--- config.mk ---
export PLATFORM = sky130hd
export DESIGN_NAME = alu_cmd_driver
export DESIGN_NICKNAME = d
export VERILOG_FILES = /design/src/rtl/alu_cmd_driver.sv
export SDC_FILE = /design/constraint.sdc
export NUM_CORES = 1
export LEC_CHECK = 0
export ABC_AREA = 1
export CAP_MARGIN = 20
export CELL_PAD_IN_SITES_DETAIL_PLACEMENT = 0
export CELL_PAD_IN_SITES_GLOBAL_PLACEMENT = 2
export CORE_MARGIN = 3
export CORE_UTILIZATION = 35
export DETAILED_ROUTE_END_ITERATION = 12
export PLACE_DENSITY = 0.9
export SKIP_LAST_GASP = 1
export SLEW_MARGIN = 30
export SYNTH_ARGS = -nofsm -noshare
export SYNTH_HDL_FRONTEND = slang
export SYNTH_SLANG_ARGS = --single-unit
--- constraint.sdc ---
create_clock -name clk -period 3.18 [get_ports clk]
set_clock_uncertainty 0.15 [all_clocks]
set_input_delay 0.318 -clock clk [delete_from_list [all_inputs] [get_ports clk]]
set_output_delay 0.318 -clock clk [all_outputs]
set_load 0.03 [all_outputs]
--- src/rtl/alu_cmd_driver.sv ---
// Command front-end for the 8-bit combinational ALU: buffers commands in a
// small FIFO, issues them through registered A/B/S operands, and returns
// each result with its opcode over a valid/ready result interface.
module alu_cmd_driver #(
  parameter int unsigned DEPTH = 4,
  parameter int unsigned CW    = 2
) (
  input  logic          clk,
  input  logic          rst,
  input  logic          cmd_valid,
  output logic          cmd_ready,
  input  logic [7:0]    cmd_a,
  input  logic [7:0]    cmd_b,
  input  logic [2:0]    cmd_s,
  output logic [7:0]    A,
  output logic [7:0]    B,
  output logic [2:0]    S,
  input  logic [7:0]    Yh,
  input  logic [7:0]    Yl,
  output logic          res_valid,
  input  logic          res_ready,
  output logic [15:0]   res_data,
  output logic [2:0]    res_op,
  output logic          busy,
  output logic [CW:0]   fifo_count
);

  localparam int unsigned NW = CW + 1;

  typedef struct packed {
    logic [2:0] s;
    logic [7:0] b;
    logic [7:0] a;
  } cmd_t;

  typedef enum logic [1:0] {IDLE, EXEC, HOLD} state_t;

  state_t          state;
  state_t          state_nxt;
  cmd_t            mem [DEPTH];
  cmd_t            head;
  logic [CW-1:0]   wr_ptr;
  logic [CW-1:0]   rd_ptr;
  logic            push;
  logic            pop;
  logic            capture;
  logic            not_empty;
  logic            res_valid_nxt;
  logic [NW-1:0]   count_nxt;
  logic [15:0]     res_word;

  assign push      = cmd_valid && cmd_ready;
  assign not_empty = (fifo_count != NW'(0));
  assign head      = mem[rd_ptr];

  // Only add/sub/mul produce a meaningful high byte; mask it for the rest.
  assign res_word  = (S <= 3'b010) ? {Yh, Yl} : {8'h00, Yl};

  // State register.
  always_ff @(posedge clk) begin
    if (rst) begin
      state <= IDLE;
    end else begin
      state <= state_nxt;
    end
  end

  // Next-state and per-cycle control: pop, capture, result-valid and count.
  always_comb begin
    state_nxt     = state;
    pop           = 1'b0;
    capture       = 1'b0;
    res_valid_nxt = res_valid;
    count_nxt     = fifo_count;
    case (state)
      IDLE: begin
        if (not_empty) begin
          pop       = 1'b1;
          state_nxt = EXEC;
        end
      end
      EXEC: begin
        capture       = 1'b1;
        res_valid_nxt = 1'b1;
        state_nxt     = HOLD;
      end
      HOLD: begin
        if (res_ready) begin
          res_valid_nxt = 1'b0;
          if (not_empty) begin
            pop       = 1'b1;
            state_nxt = EXEC;
          end else begin
            state_nxt = IDLE;
          end
        end
      end
      default: begin
        state_nxt = IDLE;
      end
    endcase
    case ({push, pop})
      2'b10:   count_nxt = fifo_count + NW'(1);
      2'b01:   count_nxt = fifo_count - NW'(1);
      default: count_nxt = fifo_count;
    endcase
  end

  // FIFO storage; contents need no reset because the pointers gate reads.
  always_ff @(posedge clk) begin
    if (push) begin
      mem[wr_ptr] <= cmd_t'({cmd_s, cmd_b, cmd_a});
    end
  end

  // Pointers, issued operands, captured result and status flags.
  always_ff @(posedge clk) begin
    if (rst) begin
      wr_ptr     <= '0;
      rd_ptr     <= '0;
      A          <= 8'h00;
      B          <= 8'h00;
      S          <= 3'b000;
      res_valid  <= 1'b0;
      res_data   <= 16'h0000;
      res_op     <= 3'b000;
      fifo_count <= '0;
      cmd_ready  <= 1'b1;
      busy       <= 1'b0;
    end else begin
      if (push) begin
        wr_ptr <= wr_ptr + CW'(1);
      end
      if (pop) begin
        A      <= head.a;
        B      <= head.b;
        S      <= head.s;
        rd_ptr <= rd_ptr + CW'(1);
      end
      if (capture) begin
        res_data <= res_word;
        res_op   <= S;
      end
      res_valid  <= res_valid_nxt;
      fifo_count <= count_nxt;
      // Ready follows the post-edge count, so a pop while full does not bypass.
      cmd_ready  <= (count_nxt != NW'(DEPTH));
      busy       <= (state_nxt != IDLE) || (count_nxt != NW'(0));
    end
  end

endmodule

-- Word level (Yosys, flattened, before mapping)
Memory sizes are Yosys's and may differ from the RTL's. A register that Yosys moved wholly into a read port is not among the register bits.
Index checks and enable logic that the tools add are counted.
- add/subtract/negate cells: 4
- magnitude comparators: 1
- eq/ne operators: 6
- multiplexer cells: 14
- reduce and logical (&&, ||, !) cells: 8
- operator list (operator ; number):
    two-way mux 16 bit ; 1
    two-way mux 1 bit ; 7
    case mux 2 bit (3 select lines) ; 1
    case mux 3 bit (2 select lines) ; 1
    nonzero test 3 bit ; 2
    adder 2 x 1 -> 2 bit, second input constant ; 2
    == test 2 x 1 -> 1 bit, second input constant ; 2
    == test 2 bit, second input constant ; 2
    two-way mux 2 bit ; 2
    case mux 1 bit (2 select lines) ; 2
    nonzero test 2 bit ; 2
    adder 3 x 1 -> 3 bit, second input constant ; 1
    <= comparator 3 x 2 -> 1 bit, second input constant ; 1
    inequality test 3 bit, second input constant ; 1
    subtractor 3 x 1 -> 3 bit, second input constant ; 1
    logical NOT 2 bit ; 1
    inequality test 2 bit, second input constant ; 1
    AND reduction 2 bit ; 1
    logical AND 1 bit ; 1
    logical OR 1 bit ; 1
- register bits: 31
- memory bits (writable): 76
- input port bits: 39
- output and inout bits: 44
- word-level logic and storage cells: 43
- memories kept: 1
- memory list (name ; depth ; width ; read ports ; clocked after Yosys merged registers in ; write ports ; line ; text):
    mem ; 4 ; 19 ; 1 ; 1 ; 1 ; 40 ; cmd_t mem [DEPTH];

-- Longest topological paths before layout
- word-level depth: 8
- depth in mapped cells: 15
- mapped depth without buffers: 15

-- Worst setup path before layout
OpenSTA, ideal clock, no wires.
- kind: register to register
- start: reg fifo_count[0]
- end: reg busy
- library setup time: 0.112 ns
- data arrival time: 1.991 ns
- required time: 2.918 ns
- setup slack: 0.926 ns
- stages on the path, launching flop included: 13
- path buffers: 0
- period minus slack after synthesis: 2.254 ns
- cell sequence: dfxtp_1 inv_1 nand3_1 nand2_4 inv_1 ha_1 inv_1 fa_1 o21ai_0 nor2_1 nand3_1 nand2_1 nand2_1
- word-level cells in the longest chain between the ends: 8
- elaborated cells between the ends (all ways): 16
- those cells by class: add/sub: 2; eq/ne: 2; mux: 8; reduce/logical: 4
- ends and longest elaborated chain (item ; line ; text):
    start: declaration ; 25 ; output logic [CW:0] fifo_count
    start signal: assignment ; 145 ; fifo_count <= count_nxt;
    nonzero test 3 bit * ; 53 ; assign not_empty = (fifo_count != NW'(0));
    two-way mux 1 bit * ; 77, 90 ;
    two-way mux 1 bit ; 88 ; if (res_ready) begin
    case mux 1 bit (2 select lines) * ; 75 ; case (state)
    named net pop ; 45 ; logic pop;
    == test 2 x 1 -> 1 bit or == test 2 bit (tied branches) ; 102 ; case ({push, pop})
    case mux 3 bit (2 select lines) * ; 102 ;
    nonzero test 3 bit * ; 148 ; busy <= (state_nxt != IDLE) || (count_nxt != NW'(0));
    logical OR 1 bit * ; 148 ;
    end signal: assignment ; 148 ;
    end: declaration ; 24 ; output logic busy,
The timed path passes the listed nets; every way through them passes the cells marked *.
A chain may end at the register's enable or synchronous reset.

-- Worst setup path after layout
- start: reg fifo_count[1]
- end: reg busy
Same word-level chain as after synthesis.

==> results.txt <==
Met1 GRT Util: 15.7%
Cell Area, Synth: 0.00520 mm²
Die Ht: 128 µm
Hold Vio Cnt, Final: 0
Hold path endpoint: res_data[11]$_SDFFE_PP0P_
Syn Inst Count: 585
Clock-pin slew on the worst setup and hold paths: 0.05 ns
Power Density: 946 mW/mm²
Hold path start: res_data[11]$_SDFFE_PP0P_
First-pass GRT wire length: 16.7 mm
Simple-gate area share of the yosys netlist: 23.8%
H-tree depth: 4
Initial antenna violation count: 0
Max IR drop VDD: 0.000418 V
CP dominant cell by count: inv_1
Hold path cells: 2
Status: finished clean
Met2 Use GR: 21.9%
Die X: 128 µm
Startpoint types: flip-flop
Crit end category: flip-flop
Worst slew pin tran: 0.764 ns
Sequential fraction of the synthesis area: 63.1%
Main combinational cell family by area after synthesis: simple AND/OR/NAND/NOR gates
Leak: 0.00284 µW
Nets: 715
Total vias in the final route: 3,659
Remaining antenna violation count: 0
Slew HR: 49.0%
CP max-delay cell: fa_1
Netlist cell types: 23
Hold Crit Class: reg2reg
Clock latency on the worst-skew pair: 0.41 ns
Setup repair bufs after CTS: 0
Wire per inst: 12.1 µm
Worst Path Required: 3.33 ns
Post-synthesis mux area share: 0%
Overflow after GRT: 0
RSZ-0062 raised after global routing: no
Period utilization: 68.5%
Drt via density: 4.24
Number of synthesized register bits: 126
Fill cell count: 1,355
Synthesis-to-layout area growth: 30.2%
Final setup fails: 0
CP max FO: 3
Largest net degree at the start of global routing: 52
Core ar.: 0.0142 mm²
Arr. time, crit path: 2.33 ns
Post-synth EDFFs: 76
Fin Setup TNS: 0 ns
FF-to-FF End: busy$_SDFF_PP0_
R2R Path Start: fifo_count[1]$_SDFF_PP0_
Clk sink count: 126
Post-synthesis adder-cell area fraction: 1.59%
Most used DFF post-synth: edfxtp_1
Complex-gate fraction of the synthesized area: 3.15%
Area leader, netlist: edfxtp_1
Synth top area cells: edfxtp_1, dfxtp_1, nand2_1
Total CTS buffers: 17
Total power: 6400 µW
Fin crit period: 2.18 ns
Kind of critical path: reg2reg
RD Place Congestion: 0.744
Most common cell in the netlist: nand2_1
FF-to-FF path depth: 12
Synth cell count leaders: nand2_1, nor2_1, edfxtp_1
Io pins: 83
Routed wire length: 10.4 mm
Mapped Avg Cell Area: 8.89 µm²
FFs w/ async S/R, synth: 0%
Hold-fix buffers at CTS: 0
Initial Util: 36.6%
Critical-path cell list: inv_1 -> nand3_1 -> nand2_4 -> inv_1 -> ha_1 -> inv_1 -> fa_1 -> o21ai_0 -> nor2_1 -> nand3_1 -> nand2_1 -> nand2_1
CTS root buf: clkbuf_16
Max-slew violation count: 0
Fin util: 47.7%
Post-synthesis xor/xnor area fraction: 0%
I/O Buffers: 82
Total track usage: 13.3%
Worst stage delay on the critical path: 0.48 ns
Share of cells above drive strength 1: 6.59%
MaxCap Viol Count: 0
R2R Setup Slk: 1.00 ns
Maximum count of clock buffers along a single path: 2
F_max: 459 MHz
Top cell type's share of synthesized area: 43.9%
Remaining DRCs: 0
Met3 usage: 4.96%
DR pass1 iterations: 5
Iter 0 DRT Violations: 122
Gr busiest metal: met2
CTS tree: built
Std cell rows: 43
N_diodes: 0
Syn Nets: 630
Cts repair resizes: 0
Ys Warns: 0
Die area: 0.0164 mm²
Hpwl dp: 6.73 mm
Number of global-route vias before repair: 3,393
report_power, final:
part / internal [µW] / total [µW] / switching (µW)
Sequential: 2060 / 2220 / 161
Combinational: 794 / 2240 / 1440
Clock: 1290 / 1950 / 654
state kept, by name, summed over array words and instances, names as in the netlist:
name,cells
state,2
rd_ptr,2
A,8
res_data,16
res_valid,1
S,3
B,8
fifo_count,3
mem,76
res_op,3
wr_ptr,2
cmd_ready,1
busy,1
cell type report:
cell class / count / area, µm² / share of cell area, %
clock buffer: 18 / 429 / 6.34
clock inverter: 14 / 174 / 2.57
inverter: 78 / 293 / 4.32
multi-input combinational: 357 / 1480 / 21.9
sequential: 126 / 3280 / 48.5
tap: 180 / 225 / 3.33
timing repair buffer: 90 / 881 / 13.0
critical path, delay by kind of cell (launching register included):
kind                       cells  cell delay [ns]
adders and majority gates      2             0.64
and+or+nand+nor                6             0.62
DFF                            1             0.35
buffers and inverters          3             0.22
AOI/OAI and AO/OA              1             0.10
routing by layer:
metal	routed length, µm	share of wire (%)
met5	0	0
met4	155	1.5
met3	662	6.3
met2	4930	47
met1	4680	45
cells by family after synthesis:
family / count (synthesis)
flip-flops: 126
buffers and inverters: 102
AND/OR/NAND/NOR: 319
adder cells (fa/ha/maj): 6
AO/OA/AOI/OAI: 32
how the worst max path moves through the flow:
| stage | startpoint | end | slack, ns |
|---|---|---|---|
| 2_1_floorplan | fifo_count[0]$_SDFF_PP0_ | busy$_SDFF_PP0_ | 0.93 |
| 3_3_place_gp | res_ready | busy$_SDFF_PP0_ | 0.66 |
| 3_5_place_dp | res_ready | busy$_SDFF_PP0_ | 0.59 |
| 4_1_cts | fifo_count[1]$_SDFF_PP0_ | busy$_SDFF_PP0_ | 0.97 |
| 5_1_grt | fifo_count[1]$_SDFF_PP0_ | busy$_SDFF_PP0_ | 0.79 |
| 6_report | fifo_count[1]$_SDFF_PP0_ | busy$_SDFF_PP0_ | 1.00 |
through the flow:
step | instance area, µm² | instances | setup slack [ns] | hold slack [ns]
after CTS | 6770 | 863 | 0.969 | 0.319
after global routing | 6770 | 863 | 0.788 | 0.332
after floorplan | 5200 | 585 | 0.926 | 0.237
final | 6770 | 863 | 1.00 | 0.314
after detailed placement | 6170 | 831 | 0.593 | 0.311
after global placement | 6170 | 831 | 0.656 | 0.304
cells in the final DEF, fill, tap and decap left out:
cell             synthesis  final
a211oi_1                 1      1
a21oi_1                 15     15
a31oi_1                  1      1
buf_4                    3      8
bufinv_16                0      4
clkbuf_1                 3      1
clkbuf_16                0     17
clkdlybuf4s50_1          0     82
clkinv_1                 0      4
clkinv_2                 0      3
clkinv_4                 0      1
clkinvlp_4               0      2
dfxtp_1                 50     49
dfxtp_2                  0      1
edfxtp_1                76     76
fa_1                     1      1
ha_1                     5      5
inv_1                   73     73
inv_2                    5      5
nand2_1                159    159
nand2_2                  2      2
nand2_4                  1      1
nand3_1                 14     14
nand4_1                  1      1
nor2_1                 141    141
nor2_4                   1      1
o21ai_0                  6      6
o21ai_1                  9      9
Power figures use the tool's default switching activity.
